==> config.mk <==
export PLATFORM = sky130hd
export DESIGN_NAME = fetch_unit
export DESIGN_NICKNAME = d
export VERILOG_FILES = /design/src/rtl/fetch_unit.sv
export SDC_FILE = /design/constraint.sdc
export NUM_CORES = 1
export LEC_CHECK = 0
export CELL_PAD_IN_SITES_DETAIL_PLACEMENT = 2
export CELL_PAD_IN_SITES_GLOBAL_PLACEMENT = 2
export CORE_MARGIN = 2
export CORE_UTILIZATION = 27
export CTS_BUF_LIST = sky130_fd_sc_hd__clkbuf_2
export DETAILED_ROUTE_END_ITERATION = 7
export HOLD_SLACK_MARGIN = 0.05
export PLACE_DENSITY_LB_ADDON = 0.1
export SYNTH_ARGS = -nofsm -noshare
export SYNTH_HDL_FRONTEND = slang
export SYNTH_SLANG_ARGS = --single-unit
==> constraint.sdc <==
create_clock -name clk -period 6.5 [get_ports clk]
set_input_delay 1.3 -clock clk [delete_from_list [all_inputs] [get_ports clk]]
set_output_delay 1.3 -clock clk [all_outputs]
set_load 0.05 [all_outputs]
==> src/rtl/fetch_unit.sv <==
// Instruction-fetch stage: owns the program counter, fetches words over a req/ready
// handshake and presents instr/pc/pc_plus4 to decode, honouring redirects and stalls.
module fetch_unit #(
    parameter logic [31:0] RESET_PC  = 32'h0000_0000,
    parameter logic [31:0] NOP_INSTR = 32'h0000_0013
) (
    input  logic        clk,
    input  logic        reset,
    output logic        imem_req,
    output logic [31:0] imem_addr,
    input  logic        imem_ready,
    input  logic [31:0] imem_rdata,
    input  logic        stall,
    input  logic        redirect,
    input  logic [31:0] redirect_target,
    output logic [31:0] instr,
    output logic [6:0]  opcode,
    output logic [31:0] pc,
    output logic [31:0] pc_plus4,
    output logic        instr_valid
);

    typedef enum logic [1:0] {BOOT, FETCH, VALID} state_t;

    state_t      state;
    state_t      state_next;
    logic [31:0] fetch_pc;
    logic [31:0] pend_target;
    logic        drop;
    logic [31:0] redirect_pc;

    assign redirect_pc = redirect_target & ~32'h0000_0003;

    // A response is only accepted when no redirect is pending or arriving with it.
    always_comb begin
        state_next = state;
        case (state)
            BOOT:    state_next = FETCH;
            FETCH:   if (imem_ready && !drop && !redirect) state_next = VALID;
            VALID:   if (redirect || !stall) state_next = FETCH;
            default: state_next = BOOT;
        endcase
    end

    always_ff @(posedge clk or posedge reset) begin
        if (reset) begin
            state       <= BOOT;
            fetch_pc    <= RESET_PC;
            pend_target <= RESET_PC;
            drop        <= 1'b0;
            instr       <= NOP_INSTR;
            pc          <= RESET_PC;
            pc_plus4    <= RESET_PC + 32'd4;
        end else begin
            state <= state_next;
            case (state)
                FETCH: begin
                    if (imem_ready) begin
                        if (redirect) begin
                            fetch_pc <= redirect_pc;
                            drop     <= 1'b0;
                        end else if (drop) begin
                            fetch_pc <= pend_target;
                            drop     <= 1'b0;
                        end else begin
                            instr    <= imem_rdata;
                            pc       <= fetch_pc;
                            pc_plus4 <= fetch_pc + 32'd4;
                        end
                    end else if (redirect) begin
                        // Request cannot be aborted; remember where to go once it returns.
                        drop        <= 1'b1;
                        pend_target <= redirect_pc;
                    end
                end
                VALID: begin
                    if (redirect) begin
                        fetch_pc <= redirect_pc;
                        instr    <= NOP_INSTR;
                    end else if (!stall) begin
                        fetch_pc <= pc_plus4;
                        instr    <= NOP_INSTR;
                    end
                end
                default: ;
            endcase
        end
    end

    assign imem_req    = (state == FETCH);
    assign imem_addr   = fetch_pc;
    assign instr_valid = (state == VALID);
    // Forcing opcode to zero steers the control unit into its inert default case.
    assign opcode      = instr_valid ? instr[6:0] : 7'b000_0000;

endmodule
# Word-level counts from Yosys, hierarchy flattened
# Index checks and enable logic that the tools add are counted.
dict set report op_classes {
  add_sub_neg 1
  bitwise_logic 3
  n_reduce_logical 15
  n_eq_ne 9
  mux 18
}
# op count
set ops {}
lappend ops {{$mux W32} 10}
lappend ops {{$pmux W32 S2} 2}
lappend ops {{$add A32 B3 Y32 const B} 1}
lappend ops {{$reduce_and A4 Y1} 2}
lappend ops {{$mux W7} 1}
lappend ops {{$ne A2 B1 Y1 const B} 3}
lappend ops {{$pmux W2 S3} 1}
lappend ops {{$reduce_and A5 Y1} 1}
lappend ops {{$mux W2} 2}
lappend ops {{$ne A2 B2 Y1 const B} 2}
lappend ops {{$reduce_and A2 Y1} 2}
lappend ops {{$reduce_bool A2 Y1} 2}
lappend ops {{$logic_not A1 Y1} 3}
lappend ops {{$ne A3 B1 Y1 const B} 1}
lappend ops {{$ne A3 B3 Y1 const B} 1}
lappend ops {{$not A1 Y1} 3}
lappend ops {{$reduce_and A3 Y1} 1}
lappend ops {{$eq A2 B1 Y1 const B} 1}
lappend ops {{$eq A2 B2 Y1 const B} 1}
lappend ops {{$logic_and A1 B1 Y1} 2}
lappend ops {{$logic_not A2 Y1} 1}
lappend ops {{$mux W1} 2}
lappend ops {{$logic_or A1 B1 Y1} 1}
dict set report totals {
  wordCells 53
  out_inout_bits 137
  input_bits 69
  ff_bits 161
}

# Longest topological paths before layout
# Gate-level depths: netlist (run 1).
dict set report depth {
  ltp_word 5
  ltp_mapped 9
  ltp_nobuf 7
}

# Worst setup path after synthesis (run 1)
# Ideal clock, no wire load.
dict set report synth_path {
  path_type {reg2out}
  from {register state[0]}
  to {output port opcode[0]}
  path_buffers 3
  path_stages_with_launch 7
  t_required_ns 5.200
  setup_slack_ns 2.869
  arrival_ns 2.331
  path_cell_list {dfrtp_1 -> inv_1 -> ha_1 -> buf_2 -> buf_1 -> clkbuf_1 -> and2_1}
}
dict set report synth_via {
  elab_chain_len 2
}
# element line
set synth_rtl {}
lappend synth_rtl {{from (decl)} 25} ;# state_t state;
lappend synth_rtl {{from (signal assigned)} 55} ;# state <= state_next;
lappend synth_rtl {{$eq A2 B2 Y1} 92} ;# assign instr_valid = (state == VALID);
lappend synth_rtl {{net instr_valid} 20} ;# output logic instr_valid
lappend synth_rtl {{$mux W7} 94} ;# assign opcode = instr_valid ? instr[6:0] : 7'b000_0000;
lappend synth_rtl {{to (decl)} 17} ;# output logic [6:0] opcode,
# The timed path passes the listed nets, and every way through them passes these cells.

# Worst setup path after layout (run 1)
dict set report layout_path {
  from {register state[0]}
  to {output port opcode[0]}
}
dict set report layout_via {
  elab_chain_len 2
}
# element line
set layout_rtl {}
lappend layout_rtl {{$eq A2 B2 Y1} 92}
lappend layout_rtl {{$mux W7} 94}
# No other way between the ends.

==> key figures, run 1 <==
Outcome
  – Run status: complete, but fails checks
  – Failing checks: DRC

Logic synthesis
  – Number of synthesis warnings: 0
  – Compound-Gate Fraction of Synth Area: a little under a tenth
  – Dominant cells by area after synthesis: dfrtp_1 54%, nand2_1 12%, o21ai_0 6.5%, mux2_2 4.7%, mux2i_1 4.2%
  – Mux cell area share after synthesis: between 8 and 9%
  – Sequential share of the synthesized area: between 50% and 60%
  – Cell variety after synth: 38
  – Simple-gate share of the synthesized area: between 10% and 20%
  – Synth Instances: 764
  – Synth Area in Adders: less than 1%
  – Number of synthesized register bits: around 160
  – XOR/XNOR Fraction of Synth Area: under 10%
  – Largest family of logic cells by synthesized area: simple AND/OR/NAND/NOR gates
  – Syn avg cell area: about 9.4 µm²
  – Mapped Area: between 7000 and 8000 µm²
  – Yosys top cell by area: dfrtp_1
  – Syn nets: between 800 and 900
  – Synth top area share: between 50% and 60%

Worst setup path
  – Worst EP required: 5200 ps
  – Crit-path max FO: 46
  – Worst setup SP type: flip-flop
  – Critical Path End Type: primary output
  – FF-to-FF End: imem_addr[31]
  – R2r setup slk: between 2000 and 3000 ps
  – Path depth of the worst reg2reg path: 9
  – Critical path class: flip-flop to primary output
  – Arr. time, crit path: between 3000 and 4000 ps
  – Worst r2r src: state[0]

STA
  – Fin. Hold Viols: 0
  – Slew Viols, Final: 0
  – RSZ-0062 raised after global routing: false
  – WHS: 515 ps
  – Slew @ Worst Pin: 1010 ps
  – Setup Viol. Count Final: 0
  – Max_slew headroom: around 33%
  – Clock Skew: between 60 and 70 ps
  – Clock period minus final worst setup slack: ~4500 ps
  – Total negative slack: 0 ps
  – Max frequency: 0.222 GHz
  – Post-route setup slack: between 2000 and 2500 ps
  – Final period util: between 60% and 70%

Drt
  – DR iter-0 viols: roughly 230
  – DRT antenna net count: 0
  – Via density: roughly 4.8
  – Via Count: ~6200
  – DR WL/cell: about 19 µm
  – Final WL: 24700 µm
  – Drt drc: 14
  – Pre-Repair DR Iteration Count: 6

Die
  – Vert. Die Dim: around 170 µm
  – # rows: between 50 and 60
  – Die Wd: 167 µm
  – Ports: approximately 210
  – Initial Utilization: 27.6%
  – Die area: 28000 µm²
  – Core ar.: 26100 µm²

Clocking
  – CTS root buf: clkbuf_2
  – Longest Clk Path Bufs: 2
  – CTS buffer count: 17
  – TritonCTS clock tree: done
  – Clock Pin Slew Worst Setup and Hold Paths: ~240 ps
  – Skew-Pair Late Insertion Delay: 760 ps
  – Postcts setup bufs: 0
  – Clk sinks: roughly 160
  – CTS resizes: 0
  – Post-CTS Hold Buffers: 0
  – H-Tree Depth: 4

Placed design
  – Placed Cells incl. Taps: between 1000 and 1500
  – Post-place setup slack: ~2800 ps
  – Port bufs: slightly above 200
  – Placed Area: approximately 9500 µm²
  – Hpwl dp: about 17000 µm
  – Global placement routability congestion: between 0.7 and 0.8

Final layout
  – Area taken by multi-input logic gates: 3020 µm²
  – Post-layout instance count excluding filler cells: 1292
  – Layout area overhead: 35.2%
  – Fin util: 37.3%
  – Nets: approximately 1000
  – Fillers: between 2000 and 3000
  – Final Instance Area: between 9000 and 10000 µm²
  – Sequential cell area: approximately 4000 µm²
  – Share of cells above drive strength 1: under 10%

Global routing
  – First-pass GRT wire length: 39200 µm
  – GRT Max-Usage Layer: met2
  – Total track usage: between 15 and 20%
  – GRT overflow: 0
  – Routing usage on met1: between 20 and 25%
  – Initial antenna violation count: 2
  – Routing usage on met2: 31.6%
  – Met3 usage: between 4 and 5%
  – Vias in the first global route: slightly below 7000
  – Largest net degree at the start of global routing: about 100

Pwr
  – PD cells: around 550 nW/µm²
  – Total power: 5.34 mW
  – Leak pwr: about 4.2 nW
  – Maximum vdd drop: between 0.15 and 0.2 mV

Job
  – Max-Cap Viols: 0

Worst hold path
  – Tightest Hold Check Type: flip-flop to flip-flop
  – Hold Path Depth: 2
  – Worst Hold End: pc[18]
  – Hold_sp: pc[18]
## synth_stat cells
cell type,instances
mux2_2,30
nor4_1,1
buf_6,1
dfrtp_1,155
buf_2,4
inv_1,5
and3_1,2
nand3_1,10
clkbuf_1,41
dfstp_2,4
and4_2,2
and4_1,3
and2_2,1
buf_4,2
nor3_1,6
o21ai_1,3
ha_1,5
nand3b_1,3
a2bb2oi_1,1
nor4_4,1
o21ai_2,1
a21boi_0,1
nor2_1,36
clkbuf_2,2
buf_1,2
xnor2_1,9
o21ai_0,94
xor2_1,19
a21oi_1,32
nand2_1,236
nand4_1,10
mux2i_1,30
or3b_1,1
and2_0,1
and2_1,7
nand4_4,1
or3_1,1
or4_4,1
## metal layers
metal	part of all wire [%]	wire length, µm
met2	50	12400
met1	43	10600
met3	5.1	1270
met4	1.6	407
met5	0	0
## flip-flops by register name (all words and copies together) (netlist names)
name,count
drop,1
imem_addr,32
pc_plus4,30
instr,32
state,2
pend_target,30
pc,32
## logic make-up (layout without fill, tap and decap cells)
group	count (synthesis)	after routing
flip-flops	159	159
AND/OR/NAND/NOR	323	323
buffers and inverters	57	248
XOR/XNOR	28	28
multiplexers	60	60
adder cells (fa/ha/maj)	5	5
other	0	2
AO/OA/AOI/OAI	132	132
## worst max path at each step
stage	from	to	depth (start not counted)
after detailed placement	state[0]	imem_addr[26]	9
final	state[0]	opcode[0]	5
after global routing	state[0]	opcode[0]	5
after global placement	state[0]	opcode[1]	5
after floorplan	reset	drop	1
after CTS	state[0]	opcode[0]	5
## placed cells by master (no fill, tap or decap), types with 2 or more instances in the layout
master and instances:
and4_2 2, nand3_1 10, clkinv_1 2, dfstp_2 4
xnor2_1 9, mux2_2 30, ha_1 4, nand3b_1 3
inv_6 4, buf_4 8, clkdlybuf4s50_1 202, a21oi_1 32
o21ai_0 94, nor3_1 5, mux2i_1 30, and2_1 7
and3_1 2, and4_1 3, clkbuf_2 17, nor2_1 36
xor2_1 19, clkinv_4 4, dfrtp_1 155, inv_1 4
o21ai_1 2, clkinvlp_4 2, nand2_1 236, nand4_1 10
inv_8 4, diode_2 2
## final cells by class
class | count | area share (%)
Multi-Input combinational cell | 548 | 31.0
Tap cell | 335 | 4.30
Inverter | 5 | 0.244
Clock buffer | 17 | 0.873
Antenna cell | 2 | 0.0513
Clock inverter | 15 | 1.32
Timing Repair Buffer | 211 | 21.4
Sequential cell | 159 | 40.9
## power breakdown
group / switching [mW] / internal, mW / total, mW
Combinational: 2.02 / 0.984 / 3.00
Clock: 0.410 / 0.115 / 0.525
Sequential: 0.397 / 1.42 / 1.81
Total: 2.83 / 2.51 / 5.34
## worst max-delay path, cell delays in order, from the launching register on
cell and delay [ps]:
dfrtp_1 470, inv_1 130, ha_2 170, buf_4 650, and2_1 230, clkdlybuf4s50_1 810
Power figures use the tool's default switching activity.
==> run 2: changes to the inputs <==
- clock period: 6.5 -> 4.6 ns (I/O delays scaled with it)
==> run 2 against run 1 <==
Critical endpoint is now opcode[6]. Global-route usage rose by 0.54 points. First-iteration DRC count increased by 24%. Worst hold slack worse by 4.3 ps. Clock skew grew 1.3 ps. The run still ends with DRC left. Combinational power increased by 42%. Die area unchanged. Sequential power rose by 41%.
==> key figures, run 2 (same netlist as run 1, synthesis figures left out) <==
Die
  – Die Wd: 167 µm (unchanged)
  – Vert. Die Dim: 167 µm (unchanged)
  – # rows: 59 (unchanged)
  – Initial Utilization: 27.6% (unchanged)
  – Ports: 206 (unchanged)
  – Core ar.: 26100 µm² (unchanged)
  – Die area: 28000 µm² (unchanged)

Drt
  – DRT antenna net count: 0 (unchanged)
  – Drt drc: 19 (+5)
  – Via Count: 6194 (-0.11%)
  – Pre-Repair DR Iteration Count: 6 (unchanged)
  – Final WL: 24900 µm (+0.94%)
  – DR WL/cell: 19.2 µm (+0.71%)
  – Via density: 4.78 (-0.34%)
  – DR iter-0 viols: 287 (+24%)

Global routing
  – Vias in the first global route: 7104 (+2.6%)
  – Total track usage: 18.5% (+0.54 points)
  – First-pass GRT wire length: 40500 µm (+3.3%)
  – Largest net degree at the start of global routing: 66 (-37%)
  – Initial antenna violation count: 2 (unchanged)
  – GRT overflow: 0 (unchanged)

Job
  – Max-Cap Viols: 0 (unchanged)

Clocking
  – Postcts setup bufs: 0 (unchanged)
  – Longest Clk Path Bufs: 2 (unchanged)
  – Clk sinks: 159 (unchanged)
  – CTS buffer count: 17 (unchanged)
  – CTS root buf: clkbuf_2
  – Skew-Pair Late Insertion Delay: 750 ps (about the same)
  – H-Tree Depth: 4 (unchanged)
  – Post-CTS Hold Buffers: 0 (unchanged)
  – TritonCTS clock tree: done
  – Clock Pin Slew Worst Setup and Hold Paths: 200 ps (-40 ps)
  – CTS resizes: 0 (unchanged)

Worst setup path
  – Critical path class: flip-flop to primary output
  – Worst setup SP type: flip-flop
  – Crit-path max cell delay: 810 ps (about the same)
  – Arr. time, crit path: 2590 ps (-610 ps)
  – Crit-path max FO: 14 (-70%)
  – Buf/Inv on CP: 2 (-1)
  – Critical Path End Type: primary output
  – Worst EP required: 3680 ps (-1520 ps)
  – Worst path slowest cell: clkdlybuf4s50_1
  – Cell family with most CP delay: buffers and inverters
  – CP cell instances: inv_1, ha_2, and2_1, clkdlybuf4s50_1
  – R2r setup slk: 2020 ps (-820 ps)

Final layout
  – Most frequent cells in the layout: 236 x nand2_1, 202 x clkdlybuf4s50_1, 155 x dfrtp_1, 94 x o21ai_0, 36 x nor2_1
  – Share of cells above drive strength 1: 9.29% (+0.39 points)
  – Nets: 1019 (+0.30%)
  – Layout area overhead: 36.9%
  – Fillers: 2865 (+0.74%)
  – Commonest non-fill, non-tap cell in the layout: nand2_1
  – Final Instance Area: 9870 µm² (+1.3%)
  – Fin util: 37.8% (+0.47 points)

STA
  – Slew Viols, Final: 0 (unchanged)
  – RSZ-0062 raised after global routing: false
  – Total negative slack: 0 ps (unchanged)
  – Final period util: about 76%
  – Fin. Hold Viols: 0 (unchanged)
  – Clock Skew: 66.6 ps (+1.31 ps)
  – Setup Viol. Count Final: 0 (unchanged)
  – Clock period minus final worst setup slack: approximately 3500 ps
  – Slew @ Worst Pin: 1040 ps (+26.6 ps)
  – Max frequency: around 0.29 GHz
  – Max_slew headroom: 30.7% (-1.9 points)

Placed design
  – Hpwl dp: 17100 µm (+2.6%)
  – Port bufs: 203 (unchanged)
  – Placed Area: 9590 µm² (+0.62%)
  – Global placement routability congestion: 0.762 (+3.5%)

Pwr
  – Total power: 7.73 mW (+45%)
  – PD cells: 783 nW/µm² (+43%)
  – Leak pwr: 4.26 nW (+1.4%)
  – Maximum vdd drop: 0.328 mV (+76%)

Outcome
  – Run status: complete, but fails checks
  – Failing checks: DRC

Worst hold path
  – Tightest Hold Check Type: flip-flop to flip-flop
run 2: final timing paths:
check | end | cells after the start | startpoint
worst min register to register | pc[30] | 2 | pc[30]
min in group asynchronous | pend_target[23] | 2 | reset
worst min-delay path | pc[30] | 2 | pc[30]
worst max-delay path | opcode[6] | 4 | state[0]
max in group asynchronous | instr[4] | 3 | reset
worst max register to register | imem_addr[29] | 7 | state[0]
run 2: cell type report:
cell class | instances | area, µm² | area share (%)
antenna | 2 | 5.00 | 0.0507
timing repair buffer | 214 | 2150 | 21.7
inverter | 5 | 22.5 | 0.228
clock inverter | 13 | 184 | 1.86
tap | 335 | 419 | 4.24
sequential | 159 | 3980 | 40.3
clock buffer | 19 | 95.1 | 0.963
multi-input combinational | 548 | 3020 | 30.6
run 2: worst reg2reg max path, stage by stage (launching register included):
cell and delay (ps):
dfrtp_1 460, inv_1 120, ha_2 340, nand2_1 130, a21boi_0 180, o21ai_4 520
buf_4 540, o21ai_0 200
run 2: metrics by stage:
| step | instances | setup slack, ps | hold WS, ps |
|---|---|---|---|
| finish | 1295 | 1090 | 510 |
| global route | 1295 | 888 | 538 |
| CTS | 1293 | 964 | 513 |
| detailed placement | 1261 | 1470 | 469 |
| global placement | 1261 | 1580 | 461 |
| floorplan | 764 | 1350 | 479 |
run 2: report_power, final:
group,leakage (nW),switching (mW),internal [mW]
sequential,2.01,0.558,2.00
clock,0.163,0.544,0.364
combinational,2.09,2.86,1.40
run 2: metal layers:
layer / routed length [µm] / share of wire (%) / global-route usage (%) / vias to the layer above
li1: - / - / - / 2885
met1: 10800 / 43 / 22.9 / 3156
met2: 12400 / 50 / 32.6 / 131
met3: 1280 / 5.2 / 4.18 / 22
met4: 391 / 1.6 / 4.73 / 0
met5: 0 / 0 / 0 / -
==> run 3: changes to the inputs <==
- clock period: 4.6 -> 3.56 ns (I/O delays scaled with it)
==> run 3 against run 2 <==
The flow still finishes with violations (DRC). Wire length hardly changed. Sequential power up 30%. Total power up 30%. Global-route usage shrank 0.093 points. Combinational power grew 29%. Critical path depth fell by 1. Register-to-register slack worse by 870 ps. Via count barely moved. Die area unchanged. Worst setup slack lost 800 ps. Clock power grew 31%.
==> key figures, run 3 (same netlist as run 1, synthesis figures left out) <==
Drt
  – Via Count: 6199 (+0.081%)
  – Pre-Repair DR Iteration Count: 6 (unchanged)
  – DRT antenna net count: 0 (unchanged)
  – Drt drc: 19 (unchanged)
  – Final WL: 24900 µm (about the same)
  – Via density: 4.79 (about the same)
  – DR iter-0 viols: 239 (-17%)
  – DR WL/cell: 19.2 µm (about the same)

Pwr
  – P_int: 4.89 mW (+30%)
  – Leak pwr: 4.39 nW (+2.9%)
  – Maximum vdd drop: 0.380 mV (+16%)
  – Logic pwr share: 55.0% (about the same)
  – Switch share: 51.2% (about the same)
  – PD cells: 1010 nW/µm² (+29%)
  – Total power: 10.0 mW (+30%)
  – Clk pwr share: 11.9% (+0.2 points)
  – Flop pwr share: 33.1% (about the same)
  – Switching pwr: 5.13 mW (+30%)

Outcome
  – Failing checks: DRC
  – Run status: complete, but fails checks

Worst setup path
  – Critical path class: flip-flop to primary output
  – Crit-path max FO: 22 (+8)
  – Worst EP required: 2850 ps (-830 ps)
  – Path depth of the worst reg2reg path: 9 (+2)
  – Worst path slowest cell: clkdlybuf4s50_1
  – FF-to-FF End: imem_addr[26]
  – R2r setup slk: 1150 ps (-870 ps)
  – Crit-path max cell delay: 890 ps (+80 ps)
  – Critical Path End Type: primary output
  – Worst r2r src: state[0]
  – Arr. time, crit path: 2560 ps (-30 ps)
  – CP cell instances: inv_1, ha_4, clkdlybuf4s50_1
  – Worst setup SP type: flip-flop

Global routing
  – GRT overflow: 0 (unchanged)
  – Initial antenna violation count: 2 (unchanged)
  – Largest net degree at the start of global routing: 108 (+64%)
  – Vias in the first global route: 6966 (-1.9%)
  – First-pass GRT wire length: 40200 µm (-0.73%)
  – Total track usage: 18.4% (-0.093 points)

Placed design
  – Hpwl dp: 16900 µm (-1.2%)
  – Port bufs: 203 (unchanged)
  – Global placement routability congestion: 0.789 (+3.6%)

Final layout
  – Share of cells above drive strength 1: 9.19% (-0.10 points)
  – Most frequent cells in the layout: 236 x nand2_1, 195 x clkdlybuf4s50_1, 155 x dfrtp_1, 94 x o21ai_0, 36 x nor2_1
  – Commonest non-fill, non-tap cell in the layout: nand2_1
  – Fillers: 2859 (-0.21%)
  – Layout area overhead: 37.3%
  – Nets: 1019 (unchanged)

Clocking
  – CTS root buf: clkbuf_2
  – Postcts setup bufs: 0 (unchanged)
  – CTS buffer count: 17 (unchanged)
  – Clk sinks: 159 (unchanged)
  – Clock Pin Slew Worst Setup and Hold Paths: 280 ps (+80 ps)
  – TritonCTS clock tree: done
  – H-Tree Depth: 4 (unchanged)
  – Skew-Pair Late Insertion Delay: 750 ps (about the same)
  – Longest Clk Path Bufs: 2 (unchanged)
  – Post-CTS Hold Buffers: 0 (unchanged)

Worst hold path
  – Tightest Hold Check Type: input port to asynchronous set/reset pin

STA
  – Total negative slack: 0 ps (unchanged)
  – Fin. Hold Viols: 0 (unchanged)
  – Clock Skew: 58.3 ps (-8.30 ps)
  – Clock period minus final worst setup slack: 3270 ps
  – Setup Viol. Count Final: 0 (unchanged)
  – Max_slew headroom: 33.1% (+2.3 points)
  – Slew Viols, Final: 0 (unchanged)
  – RSZ-0062 raised after global routing: false
  – Max frequency: 0.306 GHz
  – Slew @ Worst Pin: 1000 ps (-33.0 ps)
  – Final period util: approximately nine tenths

Die
  – Core ar.: 26100 µm² (unchanged)
  – Die area: 28000 µm² (unchanged)
  – Vert. Die Dim: 167 µm (unchanged)
  – Die Wd: 167 µm (unchanged)
  – Ports: 206 (unchanged)
  – # rows: 59 (unchanged)
  – Initial Utilization: 27.6% (unchanged)

Job
  – Max-Cap Viols: 0 (unchanged)
run 3: changes by cell type in the layout (fill, tap and decap cells not counted):
cell	change
inv_8	+1
dlymetal6s2s_1	+7
clkinv_2	-2
clkinv_1	+1
clkdlybuf4s50_1	-7
inv_6	-2
ha_2	-1
clkinv_4	+2
ha_4	+1
run 3: critical path, delay by kind of cell (launching register included):
kind / cells / cell delay, ps
adders and majority gates: 1 / 350
DFF: 1 / 450
buffers and inverters: 2 / 1050
run 3: worst max path at each step:
| stage | from | endpoint | slack [ps] |
|---|---|---|---|
| floorplan | state[0] | opcode[0] | 520 |
| global placement | state[0] | opcode[0] | 850 |
| detailed placement | state[0] | opcode[6] | 730 |
| CTS | state[0] | opcode[6] | 50 |
| global route | state[0] | instr_valid | 70 |
| finish | state[0] | instr_valid | 290 |
run 3: cell type report:
cell class	count	area [µm²]	area share (%)
timing repair buffer	214	2160	21.8
inverter	5	22.5	0.227
multi-input combinational	548	3030	30.6
tap	335	419	4.23
sequential	159	3980	40.2
clock inverter	13	189	1.91
antenna	2	5.00	0.0505
clock buffer	19	95.1	0.960
run 3: through the flow:
| stage | utilization (%) | std cells | instance area [µm²] | setup slack [ps] | hold WS [ps] |
|---|---|---|---|---|---|
| after floorplan | - | 764 | 7220 | 517 | 479 |
| after global placement | 36.7 | 1261 | 9590 | 851 | 460 |
| after detailed placement | 36.7 | 1261 | 9590 | 735 | 470 |
| after CTS | 37.8 | 1293 | 9880 | 48.2 | 308 |
| after global routing | 37.9 | 1295 | 9910 | 72.4 | 278 |
| final | 37.9 | 1295 | 9910 | 289 | 370 |
run 3: power by group through the flow:
stage          Combinational, mW  Sequential [mW]  Clock (mW)
2_1_floorplan               1.76             5.09           0
3_3_place_gp                5.39             3.31           0
3_5_place_dp                5.58             3.38           0
4_1_cts                     5.61             3.35        1.25
5_1_grt                     5.95             3.46        1.32
6_report                    5.51             3.32        1.19
run 3: what timing repair did:
item,4_1_cts,5_1_grt
endpoints found under the setup margin,8,7
gates resized for setup,1,7
pin swaps,0,0
endpoints found under the hold margin,0,0
run 3: per-layer routing:
metal	global-route usage, %	share of wire, %	vias up
li1	-	-	2890
met1	23.3	44	3156
met2	32.1	50	134
met3	4.40	5.1	17
met4	3.82	0.96	2
met5	0	0.052	-
